## config.mk

```make
export PLATFORM = sky130hd
export DESIGN_NAME = rob_multiport
export DESIGN_NICKNAME = d
export VERILOG_FILES = /design/src/rtl/rob_multiport.sv
export SDC_FILE = /design/constraint.sdc
export NUM_CORES = 2
export LEC_CHECK = 0
export CAP_MARGIN = 20
export CORE_MARGIN = 2
export CORE_UTILIZATION = 30
export CTS_CLUSTER_SIZE = 8
export DETAILED_ROUTE_END_ITERATION = 12
export PLACE_DENSITY = 0.55
export SLEW_MARGIN = 20
export SYNTH_ARGS = -nofsm -noshare
export SYNTH_HDL_FRONTEND = slang
export SYNTH_SLANG_ARGS = --single-unit
```

## constraint.sdc

```tcl
create_clock -name clk_in -period 33.6 [get_ports clk_in]
set_input_delay 5.04 -clock clk_in [delete_from_list [all_inputs] [get_ports clk_in]]
set_output_delay 5.04 -clock clk_in [all_outputs]
set_load 0.02 [all_outputs]
```

## src/rtl/rob_multiport.sv

```systemverilog
// rob_multiport: parametrised reorder buffer for the out-of-order core.
//
// Instructions enter in order from decode (up to ALLOC_W per cycle), are
// completed out of order by up to WB_PORTS writeback ports, and retire in
// order (up to COMMIT_W per cycle) to the register file. A mispredicting
// entry retires as the last slot of its commit group and raises flush_out
// with its redirect PC; the whole buffer is then emptied.
//
// Handshake: an allocation group is accepted at the rising edge of clk_in
// when alloc_ready && |alloc_valid; slot i lands at alloc_idx[i]. When
// alloc_ready is low nothing is written. Writebacks and commits have no
// back-pressure: a wb_valid strobe always applies (unless the target entry
// is not allocated or a flush is retiring), and commit_valid slots always
// retire at the edge.
//
// Ports:
//   clk_in, rst_in               clock, synchronous active-high reset
//   alloc_valid/dest/reg_we/nzcv_we, alloc_ready, alloc_idx  allocation
//   wb_valid/idx/value/nzcv/mispredict/redirect_pc           writeback
//   commit_valid/idx/dest/reg_we/value/nzcv_we/nzcv          commit
//   flush_out, flush_pc          mispredict redirect
//   count_out, empty_out, full_out  occupancy
//   halt_out                     only with ROB_HALT_EN defined
//
// Build option: define ROB_HALT_EN to add halt_out. A committing mispredict
// whose redirect PC is 0 (return from main) then halts the buffer until reset.

module rob_multiport #(
   parameter int  DEPTH    = 16,
   parameter int  ALLOC_W  = 2,
   parameter int  WB_PORTS = 2,
   parameter int  COMMIT_W = 2,
   parameter int  REG_W    = 5,
   parameter int  DATA_W   = 64,
   parameter int  ADDR_W   = 64,
   localparam int IDX_W    = $clog2(DEPTH)
) (
   input  logic                         clk_in,
   input  logic                         rst_in,
   input  logic [ALLOC_W-1:0]           alloc_valid,
   input  logic [ALLOC_W*REG_W-1:0]     alloc_dest,
   input  logic [ALLOC_W-1:0]           alloc_reg_we,
   input  logic [ALLOC_W-1:0]           alloc_nzcv_we,
   output logic                         alloc_ready,
   output logic [ALLOC_W*IDX_W-1:0]     alloc_idx,
   input  logic [WB_PORTS-1:0]          wb_valid,
   input  logic [WB_PORTS*IDX_W-1:0]    wb_idx,
   input  logic [WB_PORTS*DATA_W-1:0]   wb_value,
   input  logic [WB_PORTS*4-1:0]        wb_nzcv,
   input  logic [WB_PORTS-1:0]          wb_mispredict,
   input  logic [WB_PORTS*ADDR_W-1:0]   wb_redirect_pc,
   output logic [COMMIT_W-1:0]          commit_valid,
   output logic [COMMIT_W*IDX_W-1:0]    commit_idx,
   output logic [COMMIT_W*REG_W-1:0]    commit_dest,
   output logic [COMMIT_W-1:0]          commit_reg_we,
   output logic [COMMIT_W*DATA_W-1:0]   commit_value,
   output logic [COMMIT_W-1:0]          commit_nzcv_we,
   output logic [COMMIT_W*4-1:0]        commit_nzcv,
   output logic                         flush_out,
   output logic [ADDR_W-1:0]            flush_pc,
   output logic [IDX_W:0]               count_out,
   output logic                         empty_out,
`ifdef ROB_HALT_EN
   output logic                         halt_out,
`endif
   output logic                         full_out
);

   localparam int                CNT_W   = IDX_W + 1;
   localparam logic [CNT_W-1:0]  CNT_ONE = CNT_W'(1);

   logic [IDX_W-1:0]  head_q, tail_q;
   logic [CNT_W-1:0]  count_q;
   logic [DEPTH-1:0]  valid_q, done_q, misp_q, reg_we_q, nzcv_we_q;
   logic [REG_W-1:0]  dest_q  [DEPTH];
   logic [DATA_W-1:0] value_q [DEPTH];
   logic [3:0]        nzcv_q  [DEPTH];
   logic [ADDR_W-1:0] pc_q    [DEPTH];

   logic [IDX_W-1:0]  alloc_slot  [ALLOC_W];
   logic [IDX_W-1:0]  commit_slot [COMMIT_W];
   logic [IDX_W-1:0]  wb_slot     [WB_PORTS];
   logic [CNT_W-1:0]  alloc_n, alloc_cnt, commit_n, free_cnt;
   logic              alloc_fire, halted, go;

   for (genvar i = 0; i < ALLOC_W; i++) begin : g_alloc
      assign alloc_slot[i]                = tail_q + IDX_W'(i);
      assign alloc_idx[i*IDX_W +: IDX_W]  = alloc_slot[i];
   end
   for (genvar j = 0; j < COMMIT_W; j++) begin : g_commit
      assign commit_slot[j] = head_q + IDX_W'(j);
   end
   for (genvar p = 0; p < WB_PORTS; p++) begin : g_wb
      assign wb_slot[p] = wb_idx[p*IDX_W +: IDX_W];
   end

`ifdef ROB_HALT_EN
   logic halt_q;
   assign halted   = halt_q;
   assign halt_out = halt_q;

   always_ff @(posedge clk_in) begin
      if (rst_in)
         halt_q <= 1'b0;
      else if (flush_out && flush_pc == '0)
         halt_q <= 1'b1;
   end
`else
   assign halted = 1'b0;
`endif

   // Commit group: walk forward from head, stop at the first entry that is
   // not ready, and close the group right after a mispredict.
   always_comb begin
      commit_valid   = '0;
      commit_idx     = '0;
      commit_dest    = '0;
      commit_reg_we  = '0;
      commit_value   = '0;
      commit_nzcv_we = '0;
      commit_nzcv    = '0;
      flush_out      = 1'b0;
      flush_pc       = '0;
      commit_n       = '0;
      go             = !halted;
      for (int j = 0; j < COMMIT_W; j++) begin
         if (go && valid_q[commit_slot[j]] && done_q[commit_slot[j]]) begin
            commit_valid[j]                   = 1'b1;
            commit_idx[j*IDX_W +: IDX_W]      = commit_slot[j];
            commit_dest[j*REG_W +: REG_W]     = dest_q[commit_slot[j]];
            commit_reg_we[j]                  = reg_we_q[commit_slot[j]];
            commit_value[j*DATA_W +: DATA_W]  = value_q[commit_slot[j]];
            commit_nzcv_we[j]                 = nzcv_we_q[commit_slot[j]];
            commit_nzcv[j*4 +: 4]             = nzcv_q[commit_slot[j]];
            commit_n                          = commit_n + CNT_ONE;
            if (misp_q[commit_slot[j]]) begin
               flush_out = 1'b1;
               flush_pc  = pc_q[commit_slot[j]];
               go        = 1'b0;
            end
         end else begin
            go = 1'b0;
         end
      end
   end

   always_comb begin
      alloc_n = '0;
      for (int i = 0; i < ALLOC_W; i++)
         if (alloc_valid[i]) alloc_n = alloc_n + CNT_ONE;
   end

   // Free space is judged on the pre-commit count: retiring entries do not
   // make room for an allocation in the same cycle.
   assign free_cnt    = CNT_W'(DEPTH) - count_q;
   assign alloc_ready = (free_cnt >= CNT_W'(ALLOC_W)) && !flush_out && !halted;
   assign alloc_fire  = alloc_ready && (|alloc_valid);
   assign alloc_cnt   = alloc_fire ? alloc_n : '0;

   assign count_out = count_q;
   assign empty_out = (count_q == '0);
   assign full_out  = (count_q == CNT_W'(DEPTH));

   always_ff @(posedge clk_in) begin
      if (rst_in) begin
         head_q  <= '0;
         tail_q  <= '0;
         count_q <= '0;
         valid_q <= '0;
         done_q  <= '0;
         misp_q  <= '0;
      end else if (flush_out) begin
         // Everything younger than the mispredict is squashed; restart at
         // the slot right after it.
         head_q  <= head_q + commit_n[IDX_W-1:0];
         tail_q  <= head_q + commit_n[IDX_W-1:0];
         count_q <= '0;
         valid_q <= '0;
         done_q  <= '0;
         misp_q  <= '0;
      end else begin
         // Ascending port order: the highest-numbered port wins a collision.
         for (int p = 0; p < WB_PORTS; p++) begin
            if (wb_valid[p] && valid_q[wb_slot[p]]) begin
               done_q[wb_slot[p]]  <= 1'b1;
               misp_q[wb_slot[p]]  <= wb_mispredict[p];
               value_q[wb_slot[p]] <= wb_value[p*DATA_W +: DATA_W];
               nzcv_q[wb_slot[p]]  <= wb_nzcv[p*4 +: 4];
               pc_q[wb_slot[p]]    <= wb_redirect_pc[p*ADDR_W +: ADDR_W];
            end
         end
         for (int j = 0; j < COMMIT_W; j++) begin
            if (commit_valid[j]) begin
               valid_q[commit_slot[j]] <= 1'b0;
               done_q[commit_slot[j]]  <= 1'b0;
            end
         end
         if (alloc_fire) begin
            for (int i = 0; i < ALLOC_W; i++) begin
               if (alloc_valid[i]) begin
                  valid_q[alloc_slot[i]]   <= 1'b1;
                  done_q[alloc_slot[i]]    <= 1'b0;
                  misp_q[alloc_slot[i]]    <= 1'b0;
                  reg_we_q[alloc_slot[i]]  <= alloc_reg_we[i];
                  nzcv_we_q[alloc_slot[i]] <= alloc_nzcv_we[i];
                  dest_q[alloc_slot[i]]    <= alloc_dest[i*REG_W +: REG_W];
               end
            end
         end
         head_q  <= head_q + commit_n[IDX_W-1:0];
         tail_q  <= tail_q + alloc_cnt[IDX_W-1:0];
         count_q <= count_q + alloc_cnt - commit_n;
      end
   end

endmodule

```

==> summary.md <==
| Metric | Value |
|---|---|
| Hpwl dp | `281.4 mm` |
| CP Launch Type | `register` |
| Critical path peak fanout | `48` |
| Most frequent cells in the layout | `2224 x edfxtp_1, 1414 x mux4_2, 1394 x mux2_2` |
| RSZ-0062 raised after global routing | `no` |
| Period utilisation layout | `0.3937` |
| Largest area contributor in the netlist | `edfxtp_1` |
| Vias in the first global route | `85240` |
| Die X | `about 700 µm` |
| Worst vdd ir | `approximately 34 µV` |
| Main flop type after synthesis | `edfxtp_1` |
| CTS hold repair buffers | `0` |
| Number of synthesized flops with an enable pin | `2224` |
| WP data arrival | `8.19 ns` |
| DRC | `0` |
| Post_cts resized | `0` |
| Via density | `roughly 6` |
| Routed Antenna Nets | `0` |
| Synthesized cell area | `about 140000 µm²` |
| Rows | `approximately 250` |
| Net Sw Power | `0.001567 W` |
| CTS tree | `done` |
| Worst r2r path cells | `12` |
| Commonest non-fill, non-tap cell in the layout | `edfxtp_1` |
| Die span in y | `a little under 700 µm` |
| Synthesis-stage register bit count | `~2300` |
| I/O Buffers | `534` |
| Comb power frac | `0.071` |
| FILL cells | `43390` |
| Sw frac | `0.2313` |
| Kind of critical path | `reg -> out` |
| Clk_lat worst skew | `0.95 ns` |
| Yosys Warn Count | `0` |
| Status | `completed` |
| Syn Inst Count | `7694` |
| Root buf cell | `clkbuf_16` |
| Part of the power in the clock network | `0.458` |
| Initial antenna violation count | `about 150` |
| Starting Density | `0.3013` |
| Fraction of registers with async set/reset | `0` |
| Combined area of the multi-input logic cells | `65300 µm²` |
| Wire length per cell | `between 30 and 40 µm` |
| Top-area cell type share of the netlist area | `0.4817` |
| Final setup violation count | `0` |
| Leakage power | `51.22 nW` |
| Cell-internal power | `0.005207 W` |
| Post-Syn Nets | `8019` |
| Routed vias | `82950` |
| Final wirelength | `509.5 mm` |
| F_max | `~76 MHz` |
| Count of cell types in the netlist | `62` |
| Die area | `467600 µm²` |
| Initial drt markers | `9084` |
| Crit. End Element | `primary output` |
| Worst Tran Pin Value | `1.227 ns` |
| H-Tree Depth | `5` |
| Hold Fails Final Rpt | `0` |
| Gr ovfl total | `0` |
| Tot Pwr | `0.006774 W` |
| Area Overhead vs Synth | `13.61%` |
| Iteration count of the initial detailed-routing pass | `6` |
| Hold WC Path Type | `reg -> reg` |
| Max Slew Vio Count | `0` |
| Synth top area cells | `edfxtp_1 48%, mux4_2 23%, mux2_2 11%` |
| Worst slew margin | `0.1821` |
| Hold path depth | `2` |
| Max-Cap Viols | `0` |
| Register area | `68020 µm²` |
| Final WS setup | `20.37 ns` |
| Maximum number of pins on one net before global-route repair | `132` |
| Max Buffers Root-to-Sink | `4` |
| Part of the power in registers | `0.470` |
| Avg Cell Area, Syn | `18.02 µm²` |
| Post-route clock skew | `0.05281 ns` |
| Core Footprint | `460200 µm²` |
| Fin nets | `a little over 8000` |
| CTS Sinks | `2285` |
| Minimum clock period | `13.23 ns` |
| Setup TNS | `0 ns` |
| Setup Buffers After CTS | `0` |
| Global-route wire length before repair | `703.8 mm` |
| Register area share after synthesis | `0.4905` |
| Routability cong. | `roughly 0.85` |
| GRT Util Overall | `0.2113` |
| Final core utilization | `0.3423` |
| Post-place setup slack | `21.17 ns` |
| Layout cells sized above 1 | `0.5320` |
| Pwr dens | `about 43 nW/µm²` |
| CTS Buf Count | `330` |
| Clk slew on worst S/H paths | `0.06 ns` |
| CP Data Required Time | `28.56 ns` |
| Ports | `roughly 540` |
==> cell families (layout without fill, tap and decap cells) <==
| kind of cell | count (synthesis) | count (layout) | share of synthesized area |
|---|---|---|---|
| other | 0 | 58 | 0 |
| adder cells (fa/ha/maj) | 31 | 31 | 0.003014 |
| AND/OR/NAND/NOR | 524 | 524 | 0.02118 |
| multiplexers | 3655 | 3655 | 0.4329 |
| AO/OA/AOI/OAI | 229 | 229 | 0.01115 |
| buffers and inverters | 956 | 1170 | 0.04037 |
| XOR/XNOR | 14 | 14 | 0.0008844 |
| flip-flops | 2285 | 2285 | 0.4905 |
==> cells in the mapped netlist, types with 12 or more instances <==
library cell / number
a21oi_1: 86
a22o_1: 64
and2_1: 157
and3_1: 22
buf_1: 109
buf_12: 91
buf_2: 54
buf_4: 99
buf_6: 12
clkbuf_1: 541
dfxtp_1: 61
edfxtp_1: 2224
ha_1: 27
inv_1: 50
mux2_2: 1394
mux2_4: 800
mux2i_1: 47
mux4_2: 1414
nand2_1: 43
nand3_1: 85
nand4_1: 16
nor2_1: 108
nor2b_1: 13
nor3_1: 27
nor4_1: 15
o21ai_0: 28
==> critical path, stage by stage, from the launching register on <==
cell	delay, ns
dfxtp_4	0.85
inv_1	0.31
ha_4	0.98
buf_4	0.74
buf_4	0.66
buf_4	0.66
buf_4	0.77
mux4_2	0.61
mux4_2	0.47
a22o_1	0.37
clkdlybuf4s50_1	0.61
==> power by group through the flow <==
stage	Combinational (W)	Sequential [W]	Clock, W
4_1_cts	0.000479	0.00319	0.00316
5_1_grt	0.000515	0.00319	0.00326
3_5_place_dp	0.000477	0.00324	0
2_1_floorplan	0.000320	0.00324	0
6_report	0.000482	0.00319	0.00311
3_3_place_gp	0.000463	0.00324	0
==> metal layers <==
layer | vias up | part of all wire | GRT usage
met5 | - | 0.0012 | 0
met4 | 92 | 0.037 | 0.07444
met3 | 1005 | 0.079 | 0.04419
met2 | 4124 | 0.49 | 0.3558
met1 | 45510 | 0.39 | 0.2692
li1 | 32220 | - | -
==> state kept, by name, indices dropped and copies added, names as in the netlist <==
signal and cells:
count_out 5, dest_q 80, done_q 16, head_q 4, misp_q 16, nzcv_q 64
nzcv_we_q 16, pc_q 1024, reg_we_q 16, tail_q 4, valid_q 16, value_q 1024
==> through the flow <==
| stage | hold slack (ns) | instance area, µm² | std cells |
|---|---|---|---|
| finish | 0.5283 | 157500 | 14120 |
| global route | 0.5580 | 157400 | 14080 |
| CTS | 0.5229 | 157400 | 14060 |
| detailed placement | 0.5137 | 148300 | 13650 |
| global placement | 0.5022 | 148200 | 13650 |
| floorplan | 0.4500 | 138700 | 7694 |
==> area by class of cell <==
type / instances / area share
repair buffers: 715 / 0.04490
well taps: 6149 / 0.04884
diodes: 58 / 0.0009214
clock buffers: 368 / 0.05373
multi-input cells: 4453 / 0.4145
clock inverters: 37 / 0.004019
flip-flops and latches: 2285 / 0.4318
inverters: 50 / 0.001223
==> path summary, 6_finish.rpt <==
| kind | startpoint | slack, ns | endpoint |
|---|---|---|---|
| setup / recovery | head_q[0]$_SDFF_PP0_ | 20.37 | flush_pc[37] |
| setup reg to reg | head_q[0]$_SDFF_PP0_ | 24.61 | value_q[2][27]$_DFFE_PP_ |
| hold reg to reg | done_q[11]$_SDFF_PP0_ | 0.53 | done_q[11]$_SDFF_PP0_ |
| hold / removal | done_q[11]$_SDFF_PP0_ | 0.53 | done_q[11]$_SDFF_PP0_ |
(Power assumes the default switching activity.)
